`config.mk`:
```
export PLATFORM = sky130hd
export DESIGN_NAME = fetch_seq_flat
export DESIGN_NICKNAME = d
export VERILOG_FILES = /design/src/rtl/fetch_seq_if.sv /design/src/rtl/fetch_seq.sv /design/src/flat_wrapper.sv
export SDC_FILE = /design/constraint.sdc
export NUM_CORES = 1
export LEC_CHECK = 0
export CORE_UTILIZATION = 54
export DETAILED_ROUTE_END_ITERATION = 16
export GPL_TIMING_DRIVEN = 0
export PLACE_DENSITY = 0.91
export SLEW_MARGIN = 20
export SYNTH_ARGS = -nofsm -noshare
export SYNTH_HDL_FRONTEND = slang
export SYNTH_SLANG_ARGS = --single-unit
```
`constraint.sdc`:
```
create_clock -name CLK -period 5.3 [get_ports CLK]
set_input_delay 1.06 -clock CLK [delete_from_list [all_inputs] [get_ports CLK]]
set_output_delay 1.06 -clock CLK [all_outputs]
set_load 0.03 [all_outputs]
```
`src/rtl/fetch_seq_if.sv`:
```
// Program-memory / decoder side bus of the fetch sequencer.
// The master modport is the sequencer; the slave modport is memory, decoder and flag logic.
interface fetch_seq_if #(
  parameter int AW = 12
);
  logic [3:0]    D;
  logic          JMP;
  logic          LDD;
  logic          TAKEN;
  logic          HALT;
  logic [AW-1:0] A;
  logic          IR_LE;
  logic [3:0]    OPR;
  logic          OPR_V;
  logic          BUSY;

  modport master (
    input  D, JMP, LDD, TAKEN, HALT,
    output A, IR_LE, OPR, OPR_V, BUSY
  );

  modport slave (
    output D, JMP, LDD, TAKEN, HALT,
    input  A, IR_LE, OPR, OPR_V, BUSY
  );
endinterface

```
`src/rtl/fetch_seq.sv`:
```
// Instruction fetch sequencer and program counter for the 4-bit core.
// Fetches the opcode nibble, then any in-line jump-target or load-immediate operand nibbles.
module fetch_seq #(
  parameter int            AW      = 12,
  parameter logic [AW-1:0] RST_VEC = {AW{1'b0}}
) (
  input logic         CLK,
  input logic         RST,
  fetch_seq_if.master bus
);

  localparam int            NJ       = AW / 4;
  localparam int            CW       = (NJ > 1) ? $clog2(NJ) : 1;
  localparam logic [CW-1:0] CNT_LAST = CW'(NJ - 1);
  localparam logic [CW-1:0] CNT_ONE  = CW'(1);
  localparam logic [AW-1:0] PC_ONE   = AW'(1);

  typedef enum logic [1:0] {
    FETCH  = 2'd0,
    DECODE = 2'd1,
    OPND   = 2'd2,
    JTGT   = 2'd3
  } seqState;

  seqState       stateReg, stateNext;
  logic [AW-1:0] pcReg, pcNext, pcInc, jumpTgt;
  logic [CW-1:0] cntReg, cntNext;
  logic [AW-1:0] tgtReg, tgtNext;
  logic [3:0]    oprReg, oprNext;
  logic          oprVReg, oprVNext;
  logic          busyReg, busyNext;
  logic          irLe;

  assign pcInc = pcReg + PC_ONE;

  // Next-state, PC, operand and latch-enable decode
  always_comb begin
    stateNext = stateReg;
    pcNext    = pcReg;
    cntNext   = cntReg;
    tgtNext   = tgtReg;
    oprNext   = oprReg;
    irLe      = 1'b0;
    // Final target: stored low nibbles plus the nibble on D this cycle
    jumpTgt            = tgtReg;
    jumpTgt[AW-1 -: 4] = bus.D;
    case (stateReg)
      FETCH: begin
        if (bus.HALT) begin
          stateNext = FETCH;
        end else begin
          irLe      = 1'b1;
          pcNext    = pcInc;
          stateNext = DECODE;
        end
      end
      DECODE: begin
        if (bus.JMP) begin
          cntNext   = {CW{1'b0}};
          stateNext = JTGT;
        end else if (bus.LDD) begin
          stateNext = OPND;
        end else begin
          stateNext = FETCH;
        end
      end
      OPND: begin
        oprNext   = bus.D;
        pcNext    = pcInc;
        stateNext = FETCH;
      end
      JTGT: begin
        tgtNext[{cntReg, 2'b00} +: 4] = bus.D;
        if (cntReg == CNT_LAST) begin
          pcNext    = bus.TAKEN ? jumpTgt : pcInc;
          cntNext   = {CW{1'b0}};
          stateNext = FETCH;
        end else begin
          pcNext    = pcInc;
          cntNext   = cntReg + CNT_ONE;
          stateNext = JTGT;
        end
      end
      default: begin
        stateNext = FETCH;
      end
    endcase
    oprVNext = (stateReg == OPND);
    busyNext = (stateNext != FETCH);
  end

  // Sequencer state registers with synchronous reset
  always_ff @(posedge CLK) begin
    if (RST) begin
      stateReg <= FETCH;
      pcReg    <= RST_VEC;
      cntReg   <= {CW{1'b0}};
      tgtReg   <= {AW{1'b0}};
      oprReg   <= 4'h0;
      oprVReg  <= 1'b0;
      busyReg  <= 1'b0;
    end else begin
      stateReg <= stateNext;
      pcReg    <= pcNext;
      cntReg   <= cntNext;
      tgtReg   <= tgtNext;
      oprReg   <= oprNext;
      oprVReg  <= oprVNext;
      busyReg  <= busyNext;
    end
  end

  assign bus.A     = pcReg;
  assign bus.IR_LE = irLe & ~RST;
  assign bus.OPR   = oprReg;
  assign bus.OPR_V = oprVReg;
  assign bus.BUSY  = busyReg;

endmodule

```
`src/flat_wrapper.sv`:
```
// flat-port wrapper written by rule: the top's interface ports become plain ports
module fetch_seq_flat 
#(
  parameter int            AW      = 12,
  parameter logic [AW-1:0] RST_VEC = {AW{1'b0}}
)
  (CLK, RST, bus_D, bus_JMP, bus_LDD, bus_TAKEN, bus_HALT, bus_A, bus_IR_LE, bus_OPR, bus_OPR_V, bus_BUSY);
  fetch_seq_if #(.AW(AW)) bus_i ();
  input logic CLK;
  input logic RST;
  input wire logic [$bits(bus_i.D)-1:0] bus_D;
  input wire logic [$bits(bus_i.JMP)-1:0] bus_JMP;
  input wire logic [$bits(bus_i.LDD)-1:0] bus_LDD;
  input wire logic [$bits(bus_i.TAKEN)-1:0] bus_TAKEN;
  input wire logic [$bits(bus_i.HALT)-1:0] bus_HALT;
  output wire logic [$bits(bus_i.A)-1:0] bus_A;
  output wire logic [$bits(bus_i.IR_LE)-1:0] bus_IR_LE;
  output wire logic [$bits(bus_i.OPR)-1:0] bus_OPR;
  output wire logic [$bits(bus_i.OPR_V)-1:0] bus_OPR_V;
  output wire logic [$bits(bus_i.BUSY)-1:0] bus_BUSY;
  assign bus_i.D = bus_D;
  assign bus_i.JMP = bus_JMP;
  assign bus_i.LDD = bus_LDD;
  assign bus_i.TAKEN = bus_TAKEN;
  assign bus_i.HALT = bus_HALT;
  assign bus_A = bus_i.A;
  assign bus_IR_LE = bus_i.IR_LE;
  assign bus_OPR = bus_i.OPR;
  assign bus_OPR_V = bus_i.OPR_V;
  assign bus_BUSY = bus_i.BUSY;
  fetch_seq #(.AW(AW), .RST_VEC(RST_VEC)) u_core (.CLK(CLK), .RST(RST), .bus(bus_i));
endmodule
```
* Word-level counts from Yosys, hierarchy flattened *
Index checks and enable logic that the tools add are counted.

word-level totals
  register bits after elaboration = 34
  bits of input ports = 10
  output and inout bits = 19
  logic and storage cells = 41

operators by class
  $add $sub $neg = 3
  eq/ne operators = 6
  shifts and indexed selects = 2
  multiplexer cells = 15
  bitwise logic cells = 2
  reductions and logical operators = 6

operators by type and width
  operator                                                                count
  12-bit 2-to-1 mux                                                       3
  12-bit one-hot mux with 3 select lines                                  1
  12-bit by 1-bit adder with 12-bit output, second input constant         1
  12-bit bitwise mux                                                      1
  4-bit by 6-bit variable shift with 12-bit output, first input constant  1
  4-bit by 6-bit indexed part select with 12-bit output                   1
  2-bit 2-to-1 mux                                                        5
  2-bit one-hot mux with 4 select lines                                   1
  2-bit == test, second input constant                                    3
  4-bit negation with 6-bit output                                        1
  2-bit inequality test, second input constant                            2
  2-bit one-hot mux with 2 select lines                                   1
  2-bit AND reduction                                                     2
  2-bit nonzero test                                                      2
  1-bit 2-to-1 mux                                                        3
  3-bit nonzero test                                                      1
  2-bit by 1-bit adder with 2-bit output, second input constant           1
  2-bit by 1-bit == test with 1-bit output, second input constant         1
  2-bit zero test                                                         1
  1-bit bitwise AND                                                       1
  1-bit NOT                                                               1

* Logic depth before layout (Yosys ltp) *
  depth after elaboration = 4
  gate-level depth with buffers = 7
  gate-level depth less buffers = 6

* Worst setup path before layout *
No wires, ideal clock.

  path type = input port to output port
  start = input RST
  end = output bus_IR_LE
  arrival = 2.150 ns
  data required time = 4.240 ns
  path slack = 2.090 ns
  cell stages on the path = 2
  path buffers = 1
  path through = clkbuf_1 nor4_1

between the ends
  cells in the longest elaborated chain, start to end = 2

RTL lines
  element             line                RTL
  start: declaration  flat_wrapper.sv:10  input logic RST;
  1-bit NOT           fetch_seq.sv:114    assign bus.IR_LE = irLe & ~RST;
  1-bit bitwise AND   fetch_seq.sv:114
  end: declaration    flat_wrapper.sv:17  output wire logic [$bits(bus_i.IR_LE)-1:0] bus_IR_LE;

No other way between the ends.

* Worst setup path after layout *
  start = input bus_HALT
  end = output bus_IR_LE

between the ends
  cells in the longest elaborated chain, start to end = 3

RTL lines
  element             line                RTL
  start: declaration  flat_wrapper.sv:15  input wire logic [$bits(bus_i.HALT)-1:0] bus_HALT;
  1-bit 2-to-1 mux    fetch_seq.sv:49     if (bus.HALT) begin
  1-bit 2-to-1 mux    fetch_seq.sv:47     case (stateReg)
  1-bit bitwise AND   fetch_seq.sv:114

No other way between the ends.

==> impl_results.md <==
- Fin. Hold Viols: 0
- Pwr per Cell Area: 261.6 nW/um2
- CP endpoint kind: primary output
- Final net count: roughly 220
- Period minus WS final: 3.697 ns
- Crit-path max FO: 4
- Rows: 18
- Final wirelength: 3660 um
- Clock Tree Buf Depth: 2
- Synth cell types: 42
- Clk Tree Root Cell: clkbuf_4
- Cts hold-fix bufs: 0
- Startpoint Class: primary input
- Clock-pin slew on the worst setup and hold paths: 0.10 ns
- Rel. slew slack: 0.6609
- # setup viols final: 0
- Hpwl dp: 2671 um
- Sequential fraction of the synthesis area: 0.4163
- Clock Skew: approximately 0.0033 ns
- Fin Setup TNS: 0 ns
- Antenna violations before repair: 0
- Vias: 1422
- Ys Warns: 0
- Antenna-violating nets left: 0
- Area of the multi-input gates: around 760 um2
- Largest net degree at the start of global routing: 12
- Vias in the first global route: 1272
- Slew Viols, Final: 0
- Clock sinks: 30
- Met2 Wirelength: 1823 um
- Critical setup path kind: primary input to primary output
- CTS buffer count: 5
- Depth of the CTS H-tree: 2
- Worst-Skew Late Latency: 0.33 ns
- Mapped Cells: 173
- Max Cap Viol: 0
- Critical path arrival: 2.64 ns
- Fillers: 184
- Initial Utilization: 0.5771
- Reg area: 600.6 um2
- Hold WC Path Type: flop to flop
- GRT Overall Usage: 0.2917
- F_max: 0.2705 GHz
- Global route overflow: 0
- ANT cells: 0
- DR iter-0 viols: 34
- Yosys reg bits: 30
- Core area: about 2500 um2
- Post-layout util: 0.7332
- Mean instance size in the synthesized netlist: roughly 8.3 um2
- Pre-antenna DRT Iters: 4
- Outcome: finished, final reports clean
- Syn_nets: ~190
- DR top layer: met4
- First-pass GRT wire length: 5940 um
- Buffers on Ports: 27
- Die W: 53.69 um
- Hold slack: between 0.4 and 0.5 ns
- Die area: 2882 um2
- Post-cts sizing count: 0
- Max rail drop VDD: 0.2472 mV
- Static Leak: between 0.6 and 0.7 nW
- Metal-1 WL: between 1500 and 2000 um
- Area grow syn2layout: 27.06%
- I/O pin cnt: 29
- Length of routed met3 wiring: 185 um
- Die Y: 53.69 um
- # DRC: 0
- Least-Margin Pin Slew: 0.5048 ns
- DR WL/cell: about 15 um
- CTS tree: yes
- Critical Path RT: 4.24 ns
- Share of cells above drive strength 1: 0.08654
- RSZ-0062 raised after global routing: false
- Vias per cell: 5.975
- Period utilization: 0.6976
- Post-Syn Area: 1443 um2
- GP Congestion: 0.9039
- Post-CTS Setup Inserts: 0
==> synth_stat cells <==
library cell	n	area, um2
buf_6	1	11.26
nor4_1	1	6.260
nor3_1	4	20.02
inv_1	4	15.01
or4b_1	1	10.01
ha_1	4	50.05
o211ai_1	1	7.510
buf_2	3	15.01
nor2b_1	1	6.260
nand3_2	1	10.01
clkbuf_1	6	22.52
o221ai_1	1	8.760
nor2_1	15	56.30
o21ba_2	1	10.01
mux2i_1	5	50.05
buf_4	2	15.01
nor3b_1	1	7.510
o2111a_1	1	11.26
nand4_1	3	18.77
o21ai_0	3	15.01
a22oi_1	4	30.03
or2_1	1	6.260
and3_1	3	18.77
and2_0	1	6.260
a21oi_1	17	85.08
o21bai_2	1	11.26
a31oi_1	5	31.28
and4_1	3	26.28
a311oi_1	1	8.760
and2_1	2	12.51
nand2_1	19	71.32
and3_2	1	7.510
dfxtp_1	30	600.6
o32ai_1	1	8.760
a41oi_1	2	17.52
or3_1	2	12.51
o221a_1	1	11.26
o22a_1	1	8.760
nand3_1	10	50.05
o21bai_1	1	7.510
a32oi_1	1	8.760
o21ai_1	7	35.03
==> sequential cells by signal (all words and copies together) (netlist names) <==
name              count
u_core.bus.A         12
u_core.tgtReg         8
u_core.bus.OPR        4
u_core.cntReg         2
u_core.stateReg       2
u_core.bus.BUSY       1
u_core.bus.OPR_V      1
==> final timing paths <==
check	startpoint	endpoint	slack [ns]	depth (start not counted)
worst max-delay path	bus_HALT	bus_IR_LE	1.60	3
worst min-delay path	u_core.tgtReg[2]	u_core.tgtReg[2]	0.46	2
worst max register to register	u_core.cntReg[0]	u_core.bus.A[11]	3.29	6
worst min register to register	u_core.tgtReg[2]	u_core.tgtReg[2]	0.46	2
==> through the flow <==
step           std cells  power [mW]  instance area, um2  worst slack, ns
5_1_grt              238      0.4961                1833            1.519
3_3_place_gp         230      0.2956                1750            1.682
3_5_place_dp         230      0.2976                1750            1.630
4_1_cts              238      0.4794                1833            1.622
2_1_floorplan        173      0.2735                1443            2.090
6_report             238      0.4795                1833            1.603
==> area by class of cell <==
| type | instances | area share |
|---|---|---|
| tap | 30 | 0.02048 |
| clock inverter | 3 | 0.02457 |
| clock buffer | 5 | 0.02048 |
| inverter | 4 | 0.008191 |
| sequential | 30 | 0.3276 |
| buffer | 12 | 0.03481 |
| multi-input combinational | 127 | 0.4164 |
| timing repair buffer | 27 | 0.1474 |
==> layout by cell type, fill, tap and decap left out, types with 2 or more instances in the layout <==
cell	Yosys	final
o21ai_1	7	7
a31oi_1	5	5
dfxtp_1	30	30
nor3_1	4	4
inv_1	4	4
mux2i_1	5	5
a22oi_1	4	4
buf_4	2	2
a21oi_1	17	17
or3_1	2	2
and4_1	3	3
and2_1	2	2
and3_1	3	3
clkbuf_1	6	6
nor2_1	15	15
clkbuf_4	0	5
a41oi_1	2	2
clkinvlp_4	0	2
buf_2	3	3
ha_1	4	4
nand2_1	19	19
nand3_1	10	10
clkdlybuf4s50_1	0	27
nand4_1	3	3
o21ai_0	3	3
==> logic make-up (layout without fill, tap and decap cells) <==
family,count (synthesis),count (layout),share of synthesized area
AND/OR/NAND/NOR,69,69,0.2403
AO/OA/AOI/OAI,49,49,0.2194
flip-flops,30,30,0.4163
buffers and inverters,16,51,0.05463
multiplexers,5,5,0.03469
adder cells (fa/ha/maj),4,4,0.03469
==> power by group <==
group | switching [mW] | internal [mW] | total, mW | leakage, nW
combinational | 0.0337 | 0.0236 | 0.0573 | 0.348
clock | 0.0873 | 0.0990 | 0.186 | 0.0374
sequential | 0.00511 | 0.231 | 0.236 | 0.243
total | 0.126 | 0.353 | 0.480 | 0.628
==> worst max-delay path: stages <==
cell,delay [ns]
clkdlybuf4s50_1,0.48
nor4_1,0.34
clkdlybuf4s50_1,0.75
==> metal layers <==
metal,vias up,GRT usage
met5,-,0
met4,0,0.1096
met3,4,0.07062
met2,55,0.4835
met1,662,0.3624
li1,701,-
Power figures use the tool's default switching activity.
